### src/rtl/pc_fetch_unit.sv
// pc_fetch_unit: PC register and instruction-fetch stage with valid/ready handoff to decode
// and a wait-state timeout that parks the unit in a sticky error state.
module adder64 (
    input  logic [63:0] a,
    input  logic [63:0] b,
    output logic [63:0] sum
);
    assign sum = a + b;
endmodule

module pc_fetch_unit #(
    parameter logic [63:0] RESET_PC = 64'h0,
    parameter int unsigned MAX_WAIT = 15
) (
    input  logic        clk,
    input  logic        reset,
    output logic        imem_req,
    output logic [63:0] imem_addr,
    input  logic        imem_ack,
    input  logic [31:0] imem_rdata,
    output logic        instr_valid,
    output logic [31:0] instr,
    output logic [63:0] instr_pc,
    input  logic        instr_ready,
    input  logic        br_taken,
    input  logic [63:0] br_offset,
    output logic        fetch_err,
    output logic [31:0] fetch_count
);
    localparam logic [2:0] IDLE = 3'd0, REQ = 3'd1, WAIT = 3'd2, HOLD = 3'd3, ERR = 3'd4;
    localparam logic [7:0] MW = 8'(MAX_WAIT);
    logic [2:0]  state;
    logic [63:0] pc, pc_seq, pc_br;
    logic [7:0]  wcnt, wnext;
    adder64 u_seq (.a(pc), .b(64'd4), .sum(pc_seq));
    adder64 u_br (.a(pc), .b(br_offset << 2), .sum(pc_br));
    assign wnext       = wcnt + 8'd1;
    assign imem_req    = state == REQ;
    assign instr_valid = state == HOLD;
    assign fetch_err   = state == ERR;
    assign imem_addr   = pc;
    assign instr_pc    = pc;
    always_ff @(posedge clk) begin
        if (reset) begin
            state       <= IDLE;
            pc          <= RESET_PC;
            instr       <= 32'd0;
            wcnt        <= 8'd0;
            fetch_count <= 32'd0;
        end else begin
            case (state)
                IDLE: state <= REQ;
                REQ: begin
                    if (imem_ack) begin
                        instr <= imem_rdata;
                        state <= HOLD;
                    end else begin
                        wcnt  <= 8'd0;
                        state <= WAIT;
                    end
                end
                WAIT: begin
                    wcnt <= wnext;
                    if (imem_ack) begin
                        instr <= imem_rdata;
                        state <= HOLD;
                    end else if (wnext == MW) begin
                        state <= ERR;
                    end
                end
                HOLD: begin
                    if (instr_ready) begin
                        pc          <= br_taken ? pc_br : pc_seq;
                        fetch_count <= fetch_count + 32'd1;
                        state       <= REQ;
                    end
                end
                default: state <= ERR;
            endcase
        end
    end
endmodule

### config.mk
export PLATFORM = sky130hd
export DESIGN_NAME = pc_fetch_unit
export DESIGN_NICKNAME = d
export VERILOG_FILES = /design/src/rtl/pc_fetch_unit.sv
export SDC_FILE = /design/constraint.sdc
export NUM_CORES = 1
export LEC_CHECK = 0
export CORE_MARGIN = 1.5
export CORE_UTILIZATION = 44
export DETAILED_ROUTE_END_ITERATION = 16
export GPL_TIMING_DRIVEN = 0
export PLACE_DENSITY = 0.79
export REMOVE_ABC_BUFFERS = 1
export SLEW_MARGIN = 5
export SYNTH_ARGS = -nofsm -noshare
export SYNTH_HDL_FRONTEND = slang
export SYNTH_SLANG_ARGS = --single-unit
### constraint.sdc
create_clock -name clk -period 3.3 [get_ports clk]
set_input_delay 0.66 -clock clk [delete_from_list [all_inputs] [get_ports clk]]
set_output_delay 0.66 -clock clk [all_outputs]
set_load 0.02 [all_outputs]
# After elaboration in Yosys (flattened, before gate mapping)
# Cells that the tools add are included.
# word_totals
reg_bits,139
in_bits,101
output_inout_bits,195
elab_cells,32
# classes
addsub,4
n_eq_ne,8
muxes,8
reduce_logical,7
# op_table
op,n
"adder 64 x 3 -> 64 bit, second input constant",1
adder 64 bit,1
two-way mux 64 bit,1
"adder 32 x 1 -> 32 bit, second input constant",1
one-hot mux 8 bit (2 select lines),1
one-hot mux 3 bit (4 select lines),1
two-way mux 3 bit,3
"adder 8 x 1 -> 8 bit, second input constant",1
"== test 8 x 4 -> 1 bit, second input constant",1
two-way mux 8 bit,1
AND reduction 2 bit,4
"== test 3 x 2 -> 1 bit, second input constant",2
"== test 3 x 1 -> 1 bit, second input constant",1
"== test 3 bit, second input constant",1
zero test 3 bit,1
"!= test 3 bit, second input constant",1
"!= test 2 x 1 -> 1 bit, second input constant",1
"!= test 2 bit, second input constant",1
nonzero test 2 bit,1
OR reduction 2 bit,1
two-way mux 1 bit,1

# Depth between registers and ports, before layout
# Gate-level depths: netlist of the first run.
# depth
depth_word,5
depth_mapped,14
mapped_depth_nobuf,14

# Cells and area by module
# From an unflattened synthesis of the first run, not the netlist that was laid out.
# unflattened
hier_cells,1906
hier_area_um2,14311.2
# by_module_without_submodules
mod,n_inst,cells_per_inst,area_each_um2,seq_area_each_um2
adder64,2,579,3902.5,0.0
pc_fetch_unit,1,748,6506.2,2782.7

# Least setup slack after synthesis of the first run
# Ideal clock, no wire load.
# synth_path
path_type,in2reg
start,input br_taken
end,register pc[58] (netlist: imem_addr[58])
setup_time_ns,0.075
arrival_time_ns,3.445
required_ns,3.225
setup_slack_ns,-0.219
cell_stages,13
n_path_buf,1
cell_sequence,clkbuf_1 -> nand2_1 -> fa_1 -> nor2b_4 -> o21a_1 -> a311o_1 -> a311o_2 -> o21ai_4 -> o31ai_2 -> a31oi_4 -> a211oi_1 -> mux2_4 -> o22ai_2
# synth_between
elab_chain_len,1
# synth_lines
item,line_no,text
start: declaration,25,"input logic br_taken,"
two-way mux 64 bit,73,pc <= br_taken ? pc_br : pc_seq;
end signal: assignment,73,
end: declaration,33,"logic [63:0] pc, pc_seq, pc_br;"
# Every way passes these cells.
# A chain may end at the register's enable or synchronous reset.

# Worst setup path after layout of the first run
# layout_path
start,input br_offset[7]
end,register pc[40] (netlist: imem_addr[40])
# layout_between
elab_chain_len,2
# layout_lines
item,line_no,text
start: declaration,26,"input logic [63:0] br_offset,"
adder 64 bit,8,assign sum = a + b;
two-way mux 64 bit,73,
# Every way passes these cells.

==> flow_metrics.py, run 1 <==
metrics = {
    "run_status": {
        "outcome": "finished with violations",
        "violations": "negative setup slack",
    },
    "worst_setup_path": {
        "crit_slowest_cell": "clkdlybuf4s50_1",
        "worstPathBufferInverterCount": 1,
        "crit_start": "br_offset[7]",
        "cpPeakStageDelay_ns": 0.44,
        "path_common_cell": "o21ai_1",
        "critical_path_arrival_ns": 3.59,
        "r2r_cells": 13,
        "timing.rr.start": "imem_addr[2]",
        "reg2reg_slack_ns": 0.09,
        "crit_family": "compound AO/OA/AOI/OAI gates",
        "path_depth": 13,
        "cp-start-kind": "primary input",
        "critPathMaxFanout": 5,
        "worstSetupPathType": "in -> reg",
        "cp.required_ns": 3.59,
        "path_cells": "clkdlybuf4s50_1 > and2_1 > ha_4 > a211oi_2 > o21ai_1 > o2111a_1 > a311o_2 > o21a_1 > o21ai_1 > o31a_1 > o21ai_1 > xnor2_1 > o21ai_0",
        "cp-endpoint": "imem_addr[40]",
        "crit_path_end_kind": "flop",
        "regToRegEndpoint": "imem_addr[58]",
    },
    "sta": {
        "max_slew.worst_pin.slew_ns": 0.854,
        "drv_slew": 0,
        "finalHoldViolations": 0,
        "setup_ws_ns": -0.00548,
        "setup_violations": 1,
        "rsz0062_at_grt": "true",
        "slew_headroom_pct": 42.5,
        "fin_hold_ws_ns": 0.454,
        "max_freq_mhz": 303,
        "setup-tns-final_ns": -0.00548,
        "fin_crit_ns": 3.31,
        "skew_ns": 0.0149,
        "final.period_utilization_pct": 100,
    },
    "placement": {
        "dp_slack_ns": -1.16,
        "dp_hpwl_mm": 21.1,
        "portBuffers": 289,
        "place_congestion": 0.868,
    },
    "detailed_routing": {
        "antenna_left": 0,
        "via_per_inst": 5.59,
        "wl_mm": 31.2,
        "first_iter_violations": 468,
        "drc": 0,
        "vias": 10282,
        "drtPass1Iterations": 5,
        "detail_route.wl_per_cell_um": 17.0,
    },
    "synth": {
        "syn_area_mm2": 0.00975,
        "async_flop_share_pct": 0,
        "seq_area_frac_synth_pct": 28.1,
        "synth_top_flop_cell": "dfxtp_1",
        "synth_area_leaders": "dfxtp_1 (28%), nand2_1 (8.6%), a21oi_1 (8.3%)",
        "synth_most_common_cell": "nand2_1",
        "synth_edf_count": 0,
        "synth_seq_cells": 137,
        "yosysUniqueCellTypes": 68,
        "yosys.area.top_type": "dfxtp_1",
        "yosys_warnings": 0,
        "synth_top_area_share_pct": 28.1,
        "syn_inst": 1325,
        "synthTopCellsByCount": "nand2_1 (224), a21oi_1 (161), dfxtp_1 (137)",
        "synth_area_per_cell_um2": 7.36,
    },
    "global_routing": {
        "grt_pass1_wl_mm": 48.5,
        "grt_util_all_layers_pct": 25.4,
        "grt_max_degree": 77,
        "grt_pass1_vias": 9886,
        "grt_antenna_before_repair": 1,
        "overflow": 0,
    },
    "die": {
        "rows": 54,
        "die_h_um": 152,
        "start_util_pct": 44.8,
        "die_w_um": 152,
        "ioPinCount": 296,
        "dieArea_mm2": 0.0231,
        "core_area_mm2": 0.0218,
    },
    "clock_tree": {
        "clkLatencyLatePin_ns": 0.42,
        "cts_buffers": 17,
        "h-tree-depth": 4,
        "cts-root-buf": "clkbuf_16",
        "cts.sinks": 137,
        "cts_tree": "yes",
        "cts_hold_buf": 0,
        "clockBufferDepth": 2,
        "clk_pin_slew_worst_paths_ns": 0.06,
    },
    "worst_hold_path": {
        "hp-class": "reg -> reg",
    },
    "finish": {
        "fin_nets": 1710,
        "fill_cells": 1793,
        "syn_to_final_growth_pct": 45.1,
        "drive_gt1_share_pct": 13.6,
    },
    "power_and_ir_drop": {
        "finalPower_mw": 4.76,
        "leakage_nw": 5.25,
        "power_density_mw_per_mm2": 337,
        "peakVddDrop_uv": 282,
    },
    "flow_run": {
        "drv_cap": 0,
    },
}
-- stage by stage --
| step | instances | util [%] | instance area [um2] |
|---|---|---|---|
| 4_1_cts | 1818 | 62.5 | 13600 |
| 6_report | 1838 | 65.0 | 14100 |
| 3_5_place_dp | 1767 | 56.8 | 12400 |
| 3_3_place_gp | 1762 | 56.3 | 12200 |
| 5_1_grt | 1837 | 65.0 | 14100 |
| 2_1_floorplan | 1193 | - | 9000 |
-- cell families (layout without fill, tap and decap cells) --
family | after synthesis | count (layout) | synth area share (%)
other | 1 | 5 | 0.0385
buffers and inverters | 153 | 381 | 8.50
XOR/XNOR | 75 | 75 | 6.74
AO/OA/AOI/OAI | 332 | 332 | 20.3
adder cells (fa/ha/maj) | 65 | 65 | 8.42
AND/OR/NAND/NOR | 556 | 557 | 27.2
flip-flops | 137 | 137 | 28.1
multiplexers | 6 | 6 | 0.680
-- registers in the layout, indices dropped and copies added (netlist names) --
| register | cells |
|---|---|
| imem_addr | 62 |
| instr | 32 |
| fetch_count | 32 |
| wcnt | 8 |
| state | 3 |
-- repair_timing --
item,CTS,global route
endpoints found under the setup margin,39,30
gates resized for setup,87,91
setup buffers,17,19
gates cloned,2,0
pin swaps,26,42
-- area by class of cell --
| class | count | area (um2) | share of cell area [%] |
|---|---|---|---|
| multi-input cells | 1039 | 7050 | 49.9 |
| clock buffers | 18 | 439 | 3.11 |
| inverters | 18 | 67.6 | 0.478 |
| clock inverters | 14 | 181 | 1.28 |
| flip-flops and latches | 137 | 2750 | 19.4 |
| repair buffers | 331 | 3300 | 23.4 |
| well taps | 280 | 350 | 2.48 |
| diodes | 1 | 2.50 | 0.0177 |
-- per-layer routing --
metal,up-vias,routed length [um],track usage [%]
met4,0,728,8.65
li1,4980,-,-
met1,4831,13100,30.8
met3,58,1960,4.22
met5,-,0,0
met2,413,15400,45.4
-- how the worst min path moves through the flow --
stage	startpoint	to	slack (ns)	depth (start not counted)
detailed placement	instr[12]	instr[12]	0.45	2
global route	instr[7]	instr[7]	0.47	2
finish	instr[25]	instr[25]	0.45	2
CTS	instr[12]	instr[12]	0.45	2
floorplan	wcnt[7]	wcnt[7]	0.46	2
global placement	instr[12]	instr[12]	0.44	2
-- power breakdown --
group / switching, mW / total [mW] / internal [mW]
combinational: 0.511 / 0.971 / 0.460
sequential: 0.0652 / 1.78 / 1.71
clock: 0.843 / 2.01 / 1.17
-- placed cells by master, fill, tap and decap left out, types with 11 or more instances in the layout --
cell type,Yosys,routed
nand3_1,38,36
nor3_1,28,25
ha_1,64,21
nor2_1,100,98
xnor2_1,43,43
clkbuf_16,0,17
buf_4,66,36
and2_1,61,51
clkdlybuf4s50_1,0,278
o21ai_1,6,11
nand2_1,224,217
or3_1,15,12
ha_4,0,34
a21oi_1,161,149
dfxtp_1,137,135
nand4_1,23,23
a21o_1,24,24
o21ai_0,59,49
inv_1,18,17
xor2_1,32,32
-- tightest hold or removal path, stage by stage, from the launching register on --
cell and delay, ns:
dfxtp_1 0.31, nand2_1 0.05, a21oi_1 0.05
No activity file was read; power rests on OpenSTA's default activity.
==> inputs of run 2 (changes only) <==
- CTS_CLUSTER_DIAMETER: default -> 50
==> results of run 2 <==
The final DEF is identical to that of run 1; final timing and power are the same.
==> inputs of run 3 (changes only) <==
- CELL_PAD_IN_SITES_DETAIL_PLACEMENT: default -> 1
- CELL_PAD_IN_SITES_GLOBAL_PLACEMENT: default -> 2
- CORE_UTILIZATION: 44 -> 24
- CTS_CLUSTER_SIZE: default -> 12
- PLACE_DENSITY: 0.79 -> default
- PLACE_DENSITY_LB_ADDON: default -> 0.1
==> flow_metrics.py, run 3 (same netlist as run 1, synthesis figures left out) <==
metrics = {
    "run_status": {
        "outcome": "finished with violations",
        "violations": "negative setup slack",
    },
    "worst_setup_path": {
        "cp.required_ns": 3.65,
        "critPathMaxFanout": 4,
        "cpPeakStageDelay_ns": 0.47,
        "crit_family": "compound AO/OA/AOI/OAI gates",
        "path_cells": "clkdlybuf4s50_1 > nand2_2 > fa_2 > nor2b_4 > o21a_1 > a311o_1 > a311o_2 > o21ai_4 > o31ai_4 > a31oi_4 > a211oi_2 > mux2_4 > o22ai_2",
        "worstSetupPathType": "in -> reg",
        "critical_path_arrival_ns": 3.72,
        "cp-start-kind": "primary input",
        "worstPathBufferInverterCount": 1,
        "crit_path_end_kind": "flop",
        "crit_slowest_cell": "clkdlybuf4s50_1",
    },
    "detailed_routing": {
        "wl_mm": 37.6,
        "drc": 0,
        "vias": 9943,
        "antenna_left": 0,
        "drtPass1Iterations": 4,
        "first_iter_violations": 283,
        "via_per_inst": 4.78,
        "detail_route.wl_per_cell_um": 18.1,
    },
    "power_and_ir_drop": {
        "leakage_nw": 5.29,
        "power_density_mw_per_mm2": 330,
        "peakVddDrop_uv": 281,
    },
    "finish": {
        "syn_to_final_growth_pct": 49.4,
        "fin_nets": 1709,
        "fill_cells": 4730,
        "layout_commonest_cell": "clkdlybuf4s50_1",
        "final_area_mm2": 0.0146,
        "mostFrequentLayoutCells": "clkdlybuf4s50_1 (285), nand2_1 (217), a21oi_1 (143), dfxtp_1 (137), nor2_1 (98)",
        "largest_reg_flops": 62,
        "drive_gt1_share_pct": 13.5,
        "fin_util_pct": 36.5,
    },
    "sta": {
        "drv_slew": 0,
        "final.period_utilization_pct": 102,
        "max_freq_mhz": 297,
        "setup_ws_ns": -0.0715,
        "fin_crit_ns": 3.37,
        "max_slew.worst_pin.slew_ns": 0.958,
        "setup_violations": 3,
        "skew_ns": 0.0119,
        "finalHoldViolations": 0,
        "setup-tns-final_ns": -0.103,
        "slew_headroom_pct": 36.0,
        "rsz0062_at_grt": "true",
    },
    "die": {
        "ioPinCount": 296,
        "start_util_pct": 24.4,
        "rows": 73,
        "die_h_um": 205,
        "dieArea_mm2": 0.0418,
        "core_area_mm2": 0.0399,
        "die_w_um": 205,
    },
    "clock_tree": {
        "clk_pin_slew_worst_paths_ns": 0.06,
        "cts.sinks": 137,
        "cts-root-buf": "clkbuf_16",
        "h-tree-depth": 4,
        "cts_buffers": 17,
        "cts_tree": "yes",
        "clkLatencyLatePin_ns": 0.44,
        "clockBufferDepth": 2,
    },
    "worst_hold_path": {
        "hp-class": "reg -> reg",
    },
    "placement": {
        "postPlaceCellArea_mm2": 0.0127,
        "portBuffers": 289,
        "place_congestion": 0.756,
        "dp_hpwl_mm": 26.5,
    },
    "flow_run": {
        "drv_cap": 0,
    },
    "global_routing": {
        "grt_pass1_wl_mm": 57.9,
        "grt_pass1_vias": 10339,
        "overflow": 0,
        "grt_max_degree": 74,
        "grt_util_all_layers_pct": 17.8,
        "grt_antenna_before_repair": 3,
    },
}
run 3: path summary, 6_finish.rpt:
| check | start | end | slack [ns] | depth (start not counted) |
|---|---|---|---|---|
| worst max-delay path | br_offset[1] | imem_addr[58] | -0.07 | 13 |
| worst min register to register | instr[12] | instr[12] | 0.45 | 2 |
| worst min-delay path | instr[12] | instr[12] | 0.45 | 2 |
| worst max register to register | imem_addr[2] | imem_addr[58] | 0.05 | 13 |
run 3: cell type report:
| cell class | instances | area (um2) | share of cell area (%) |
|---|---|---|---|
| Inverter | 18 | 67.6 | 0.464 |
| Clock inverter | 11 | 148 | 1.01 |
| Tap cell | 525 | 657 | 4.51 |
| Timing Repair Buffer | 331 | 3450 | 23.7 |
| Clock buffer | 20 | 457 | 3.14 |
| Antenna cell | 2 | 5.00 | 0.0344 |
| Sequential cell | 137 | 2740 | 18.8 |
| Multi-Input combinational cell | 1038 | 7040 | 48.4 |
run 3: metal layers:
metal	up-vias	share of wire (%)	routed length, um	track usage (%)
met5	-	0.035	13	0
met2	186	49	18200	30.9
met3	21	3.7	1380	2.85
li1	4974	-	-	-
met1	4760	47	17600	22.8
met4	2	1.0	383	4.31
run 3: worst min-delay path: stages, from the launching register on:
cell and delay (ns):
dfxtp_1 0.31, nand2_1 0.05, a21oi_1 0.05
run 3: power breakdown:
| group | switching (mW) | internal [mW] | leakage (nW) |
|---|---|---|---|
| clock | 0.804 | 1.23 | 0.296 |
| combinational | 0.535 | 0.481 | 3.88 |
| sequential | 0.0548 | 1.71 | 1.11 |
| total | 1.39 | 3.42 | 5.29 |
run 3: repair_timing:
item	CTS	global route
setup endpoints to repair	47	33
pin swaps	30	32
buffers inserted	19	12
hold buffers	0	0
gates resized for setup	111	69
cloned	5	0
run 3: metrics by stage:
stage | power [mW] | hold slack (ns) | setup slack, ns | std cells
floorplan | 2.24 | 0.463 | -0.273 | 1193
global placement | 2.69 | 0.443 | -5.53 | 2007
detailed placement | 2.72 | 0.448 | -1.47 | 2013
CTS | 4.90 | 0.457 | -0.0247 | 2068
global route | 5.07 | 0.476 | -0.136 | 2080
finish | 4.81 | 0.453 | -0.0715 | 2082
